===== src/rtl/poly_voice_adsr.sv =====
// Polyphonic voice allocator: routes key events to VOICES voices and runs an
// independent ADSR envelope per voice, updated once per TICK_DIV clocks.
//
//   state     | meaning
//   ----------+---------------------------------------------------------
//   S_IDLE    | voice free, level forced to 0
//   S_ATTACK  | level rises by attack_step per tick up to full scale
//   S_DECAY   | level falls by decay_step per tick down to sustain_level
//   S_SUSTAIN | level held until note-off
//   S_RELEASE | level falls by release_step per tick down to 0, then IDLE
module poly_voice_adsr #(
    parameter int VOICES   = 8,
    parameter int NOTE_W   = 6,
    parameter int LEVEL_W  = 16,
    parameter int TICK_DIV = 480
) (
    input  logic                        clk,
    input  logic                        reset_n,
    input  logic                        key_valid,
    input  logic                        key_press,
    input  logic [NOTE_W-1:0]           key_note,
    input  logic [LEVEL_W-1:0]          attack_step,
    input  logic [LEVEL_W-1:0]          decay_step,
    input  logic [LEVEL_W-1:0]          sustain_level,
    input  logic [LEVEL_W-1:0]          release_step,
    output logic [VOICES*NOTE_W-1:0]    voice_note,
    output logic [VOICES*LEVEL_W-1:0]   voice_level,
    output logic [VOICES-1:0]           voice_active,
    output logic                        voice_stolen
);

    localparam int IDX_W = $clog2(VOICES);
    localparam int CNT_W = (TICK_DIV > 1) ? $clog2(TICK_DIV) : 1;
    localparam logic [LEVEL_W-1:0] FULL = {LEVEL_W{1'b1}};

    typedef enum logic [2:0] {
        S_IDLE    = 3'd0,
        S_ATTACK  = 3'd1,
        S_DECAY   = 3'd2,
        S_SUSTAIN = 3'd3,
        S_RELEASE = 3'd4
    } state_t;

    state_t              r_state     [VOICES];
    logic [LEVEL_W-1:0]  r_level     [VOICES];
    logic [NOTE_W-1:0]   r_note      [VOICES];
    state_t              w_state_nxt [VOICES];
    logic [LEVEL_W-1:0]  w_level_nxt [VOICES];
    logic [NOTE_W-1:0]   w_note_nxt  [VOICES];

    logic [CNT_W-1:0]    r_tick_cnt;
    logic                w_tick;
    logic [IDX_W-1:0]    r_rr;
    logic [IDX_W-1:0]    w_rr_nxt;
    logic                r_stolen;

    logic                w_on;
    logic                w_off;
    logic                w_hit;
    logic                w_free;
    logic                w_rel;
    logic                w_steal;
    logic                w_rr_adv;
    logic [IDX_W-1:0]    w_hit_idx;
    logic [IDX_W-1:0]    w_free_idx;
    logic [IDX_W-1:0]    w_rel_idx;
    logic [IDX_W-1:0]    w_tgt;
    logic [LEVEL_W-1:0]  w_rel_lvl;

    assign w_tick = (r_tick_cnt == CNT_W'(TICK_DIV - 1));

    always_ff @(posedge clk or negedge reset_n) begin
        if (!reset_n) begin
            r_tick_cnt <= '0;
        end else if (w_tick) begin
            r_tick_cnt <= '0;
        end else begin
            r_tick_cnt <= r_tick_cnt + CNT_W'(1);
        end
    end

    assign w_on  = key_valid & key_press;
    assign w_off = key_valid & ~key_press;

    // Candidate searches; each scan keeps the lowest index that qualifies.
    always_comb begin
        w_hit      = 1'b0;
        w_hit_idx  = '0;
        w_free     = 1'b0;
        w_free_idx = '0;
        w_rel      = 1'b0;
        w_rel_idx  = '0;
        w_rel_lvl  = FULL;
        for (int i = 0; i < VOICES; i++) begin
            if (!w_hit && r_state[i] != S_IDLE && r_note[i] == key_note) begin
                w_hit     = 1'b1;
                w_hit_idx = IDX_W'(i);
            end
            if (!w_free && r_state[i] == S_IDLE) begin
                w_free     = 1'b1;
                w_free_idx = IDX_W'(i);
            end
            if (r_state[i] == S_RELEASE && (!w_rel || r_level[i] < w_rel_lvl)) begin
                w_rel     = 1'b1;
                w_rel_idx = IDX_W'(i);
                w_rel_lvl = r_level[i];
            end
        end
    end

    always_comb begin
        w_tgt = r_rr;
        if (w_hit) begin
            w_tgt = w_hit_idx;
        end else if (w_free) begin
            w_tgt = w_free_idx;
        end else if (w_rel) begin
            w_tgt = w_rel_idx;
        end
    end

    assign w_steal  = w_on & ~w_hit & ~w_free;
    assign w_rr_adv = w_steal & ~w_rel;
    assign w_rr_nxt = (r_rr == IDX_W'(VOICES - 1)) ? '0 : r_rr + IDX_W'(1);

    // Key events override the envelope for the voices they touch, so a
    // targeted voice simply misses a coincident tick.
    always_comb begin : p_next
        logic [LEVEL_W:0] w_sum;
        logic [LEVEL_W:0] w_dif_d;
        logic [LEVEL_W:0] w_dif_r;
        w_sum   = '0;
        w_dif_d = '0;
        w_dif_r = '0;
        for (int i = 0; i < VOICES; i++) begin
            w_state_nxt[i] = r_state[i];
            w_level_nxt[i] = r_level[i];
            w_note_nxt[i]  = r_note[i];
            w_sum   = {1'b0, r_level[i]} + {1'b0, attack_step};
            w_dif_d = {1'b0, r_level[i]} - {1'b0, decay_step};
            w_dif_r = {1'b0, r_level[i]} - {1'b0, release_step};
            if (w_on && w_tgt == IDX_W'(i)) begin
                w_state_nxt[i] = S_ATTACK;
                if (!w_hit) begin
                    w_note_nxt[i]  = key_note;
                    w_level_nxt[i] = '0;
                end
            end else if (w_off && r_note[i] == key_note &&
                         (r_state[i] == S_ATTACK || r_state[i] == S_DECAY ||
                          r_state[i] == S_SUSTAIN)) begin
                w_state_nxt[i] = S_RELEASE;
            end else if (w_tick) begin
                case (r_state[i])
                    S_IDLE: begin
                        w_level_nxt[i] = '0;
                    end
                    S_ATTACK: begin
                        if (attack_step != '0) begin
                            if (w_sum >= {1'b0, FULL}) begin
                                w_level_nxt[i] = FULL;
                                w_state_nxt[i] = S_DECAY;
                            end else begin
                                w_level_nxt[i] = w_sum[LEVEL_W-1:0];
                            end
                        end
                    end
                    S_DECAY: begin
                        if (r_level[i] <= sustain_level) begin
                            w_level_nxt[i] = sustain_level;
                            w_state_nxt[i] = S_SUSTAIN;
                        end else if (decay_step != '0) begin
                            if (w_dif_d[LEVEL_W] || w_dif_d[LEVEL_W-1:0] <= sustain_level) begin
                                w_level_nxt[i] = sustain_level;
                                w_state_nxt[i] = S_SUSTAIN;
                            end else begin
                                w_level_nxt[i] = w_dif_d[LEVEL_W-1:0];
                            end
                        end
                    end
                    S_SUSTAIN: begin
                        w_level_nxt[i] = r_level[i];
                    end
                    S_RELEASE: begin
                        if (release_step != '0) begin
                            if (w_dif_r[LEVEL_W] || w_dif_r[LEVEL_W-1:0] == '0) begin
                                w_level_nxt[i] = '0;
                                w_state_nxt[i] = S_IDLE;
                            end else begin
                                w_level_nxt[i] = w_dif_r[LEVEL_W-1:0];
                            end
                        end
                    end
                    default: begin
                        w_level_nxt[i] = '0;
                        w_state_nxt[i] = S_IDLE;
                    end
                endcase
            end
        end
    end

    always_ff @(posedge clk or negedge reset_n) begin
        if (!reset_n) begin
            for (int i = 0; i < VOICES; i++) begin
                r_state[i] <= S_IDLE;
                r_level[i] <= '0;
                r_note[i]  <= '0;
            end
            r_rr     <= '0;
            r_stolen <= 1'b0;
        end else begin
            for (int i = 0; i < VOICES; i++) begin
                r_state[i] <= w_state_nxt[i];
                r_level[i] <= w_level_nxt[i];
                r_note[i]  <= w_note_nxt[i];
            end
            r_stolen <= w_steal;
            if (w_rr_adv) begin
                r_rr <= w_rr_nxt;
            end
        end
    end

    for (genvar g = 0; g < VOICES; g++) begin : g_out
        assign voice_note[g*NOTE_W +: NOTE_W]    = r_note[g];
        assign voice_level[g*LEVEL_W +: LEVEL_W] = r_level[g];
        assign voice_active[g]                   = (r_state[g] != S_IDLE);
    end

    assign voice_stolen = r_stolen;

endmodule


===== config.mk =====
export PLATFORM = sky130hd
export DESIGN_NAME = poly_voice_adsr
export DESIGN_NICKNAME = d
export VERILOG_FILES = /design/src/rtl/poly_voice_adsr.sv
export SDC_FILE = /design/constraint.sdc
export NUM_CORES = 2
export LEC_CHECK = 0
export ABC_AREA = 0
export CORE_ASPECT_RATIO = 1.1
export CORE_MARGIN = 3
export CORE_UTILIZATION = 25
export CTS_CLUSTER_SIZE = 40
export DETAILED_ROUTE_END_ITERATION = 6
export PLACE_DENSITY = 0.46
export SYNTH_ARGS = -nofsm -noshare
export SYNTH_HDL_FRONTEND = slang
export SYNTH_SLANG_ARGS = --single-unit

===== constraint.sdc =====
create_clock -name clk -period 22.9 [get_ports clk]
set_input_delay 3.435 -clock clk [delete_from_list [all_inputs] [get_ports clk]]
set_output_delay 3.435 -clock clk [all_outputs]
set_load 0.02 [all_outputs]

==> results.md <==
* Outcome: finished, violations left
* Failing checks: design-rule violations
* Dpl hpwl at 152000 µm
* Fin. max-slew vios at 0
* Hold/Removal Path Class: reg -> reg
* Post-synth EDFFs at 0
* Fill count at 16400
* Port Buffers at 258
* Antenna violations before repair at 10
* Share of the synthesized area in the top cell type at 0.239
* DR vias/cell at 5.47
* Pwr/cell area at 54.2 nW/µm²
* Synthesized area at 38700 µm²
* Setup CP Type: reg -> reg
* # setup viols final at 0
* TritonCTS Sinks at 213
* Remaining Overflow, GRT at 0
* Post-route setup TNS at 0 ns
* Die area at 160000 µm²
* Final Hold Violating Endpoints at 0
* Area Overhead vs Synth at 17.9%
* IO Count at 259
* Delay of the slowest cell on the worst path at 0.79 ns
* WL per Instance at 27.2 µm
* Yosys reg bits at 213
* Core Util, Final at 0.298
* Die height at 419 µm
* Vias in the first global route at 38400
* Max FO, Critical Path at 33
* Post-Route WL at 198000 µm
* First-pass GRT wire length at 277000 µm
* Layout cells sized above 1 at 0.0775
* Synth warn at 0
* Final nets at 6040
* Synth top cells by count: ha_1, inv_1, a21oi_1
* Cell mode on critical path: a21o_1
* Root buf cell: clkbuf_16
* Clk Latency, worst-skew pair at 0.66 ns
* Core Box Area at 153000 µm²
* Max VDD drop at 0.0683 mV
* Crit end category: flop
* Largest net degree at the start of global routing at 57
* FMAX at 47.5 MHz
* # H-tree levels at 1
* CTS max path bufs at 3
* CTS clk-pin slew, worst paths at 0.07 ns
* CTS tree: built
* Avg Cell Area, Syn at 7.92 µm²
* DRC at 11
* Post-synth ARST share at 1.00
* Sequential share of the synthesized area at 0.138
* Routed Antenna Nets at 0
* DRT iter0 DRCs at 3561
* Die Wd at 381 µm
* Drt pass-1 iters at 7
* Slew @ Worst Pin at 1.26 ns
* Pleak at 0.0223 µW
* Crit share post-route at 0.920
* Post-Syn Instances at 4891
* Number of max-cap violations at 0
* Post-Syn Nets at 5727
* Worst Path Required at 23.39 ns
* Most frequently used flop master after synthesis: dfrtp_1
* Yosys cell types at 95
* Routability Congestion at 0.955
* Starting density of the core at 0.253
* Core Rows at 150
* Top-count cell post-synth: ha_1
* Area leader, netlist: ha_1
* Num CTS Buffers at 29
* Fin crit period at 21.07 ns
* Postcts setup bufs at 0
* Slew margin rel. at 0.158
* Clock skew at 0.0344 ns
* Dominant cells by area after synthesis: ha_1, dfrtp_1, a21oi_1, xnor2_1, o21ai_0
* Gr usage total at 0.239
* Worst setup SP type: flop
* Critical Path AT at 21.55 ns
* Vias after detailed routing at 39800
* Crit path max-delay cell type: a2111oi_0
## layout by cell type (no fill, tap or decap), types with 42 or more instances in the layout
| master | instances |
|---|---|
| ha_1 | 738 |
| a21o_1 | 134 |
| mux2i_1 | 77 |
| a21boi_0 | 83 |
| buf_4 | 158 |
| o21bai_1 | 89 |
| nand3_1 | 75 |
| o2bb2ai_1 | 62 |
| clkdlybuf4s50_1 | 254 |
| nor2_1 | 378 |
| o221ai_1 | 42 |
| inv_1 | 437 |
| o21a_1 | 67 |
| dfrtp_1 | 213 |
| o21ai_0 | 376 |
| a21oi_1 | 418 |
| nand2b_1 | 96 |
| xnor2_1 | 233 |
| nor2b_1 | 70 |
| nor4_1 | 44 |
| nand2_1 | 268 |
| mux2_2 | 120 |
| nor3_1 | 52 |
| xor2_1 | 61 |
| nand4_1 | 90 |
## worst paths after layout
path,startpoint,cells after the start,to,slack [ns]
max in group asynchronous,reset_n,2,voice_level[27]$_DFFE_PN0P_,18.88
worst max register to register,r_state[22]$_DFFE_PN0P_,88,voice_level[121]$_DFFE_PN0P_,1.83
worst max-delay path,r_state[22]$_DFFE_PN0P_,88,voice_level[121]$_DFFE_PN0P_,1.83
worst min register to register,r_tick_cnt[4]$_DFF_PN0_,1,r_tick_cnt[4]$_DFF_PN0_,0.47
worst min-delay path,r_tick_cnt[4]$_DFF_PN0_,1,r_tick_cnt[4]$_DFF_PN0_,0.47
min in group asynchronous,reset_n,1,r_tick_cnt[5]$_DFF_PN0_,2.72
## per-stage QoR
| stage | hold WS [ns] | power [µW] | worst slack, ns | area [µm²] | cells |
|---|---|---|---|---|---|
| after detailed placement | 0.458 | 1920 | 1.67 | 44500 | 7225 |
| final | 0.467 | 2470 | 1.83 | 45600 | 7285 |
| after global placement | 0.459 | 1920 | 1.90 | 44500 | 7225 |
| after floorplan | 0.438 | 1370 | 4.50 | 38700 | 4891 |
| after global routing | 0.488 | 2620 | -0.000181 | 45600 | 7279 |
| after CTS | 0.471 | 2470 | 1.53 | 45600 | 7279 |
## cells by family (layout without fill, tap and decap cells)
kind of cell | count (synthesis) | in the layout | synth area share
AOI/OAI and AO/OA | 1603 | 1603 | 0.271
xor gates and xnor gates | 294 | 294 | 0.0665
DFF | 213 | 213 | 0.138
muxes | 198 | 198 | 0.0552
adders and majority gates | 766 | 766 | 0.252
other | 0 | 6 | 0
buffers and inverters | 573 | 909 | 0.0569
and+or+nand+nor | 1244 | 1244 | 0.160
## critical path, delay by kind of cell, from the launching register on
kind,cells,cell delay (ns)
buffers and inverters,6,0.95
DFF,1,0.50
adders and majority gates,7,1.92
AOI/OAI and AO/OA,49,10.74
muxes,5,1.63
and+or+nand+nor,21,5.12
## what timing repair did
action	4_1_cts	5_1_grt
resized for setup	0	3
hold buffers	0	0
setup endpoints to repair	0	145
## report_power, final
part	switching, µW	internal [µW]	leakage [µW]
Clock	228	311	0.000518
Combinational	871	552	0.0189
Sequential	76.2	434	0.00285
## cell type report
type                    instances  area, µm²  share of cell area
clock buffers                  32        757              0.0166
clock inverters                22        317             0.00694
diodes                          6       15.0            0.000329
well taps                    2052       2570              0.0563
repair buffers                416       3760              0.0824
multi-input cells            4105      31200               0.685
inverters                     439       1650              0.0361
flip-flops and latches        213       5330               0.117
## layer usage
metal	up-vias	track usage	routed length, µm
met5	-	0	0
met3	353	0.0402	14000
met1	19200	0.306	84400
met2	1492	0.382	87100
met4	0	0.133	12500
li1	18800	-	-
## registers in the layout, indices dropped and copies added (netlist names)
name / count
voice_level: 128
voice_note: 48
r_state: 24
r_tick_cnt: 9
r_rr: 3
voice_stolen: 1
(Power assumes the default switching activity.)
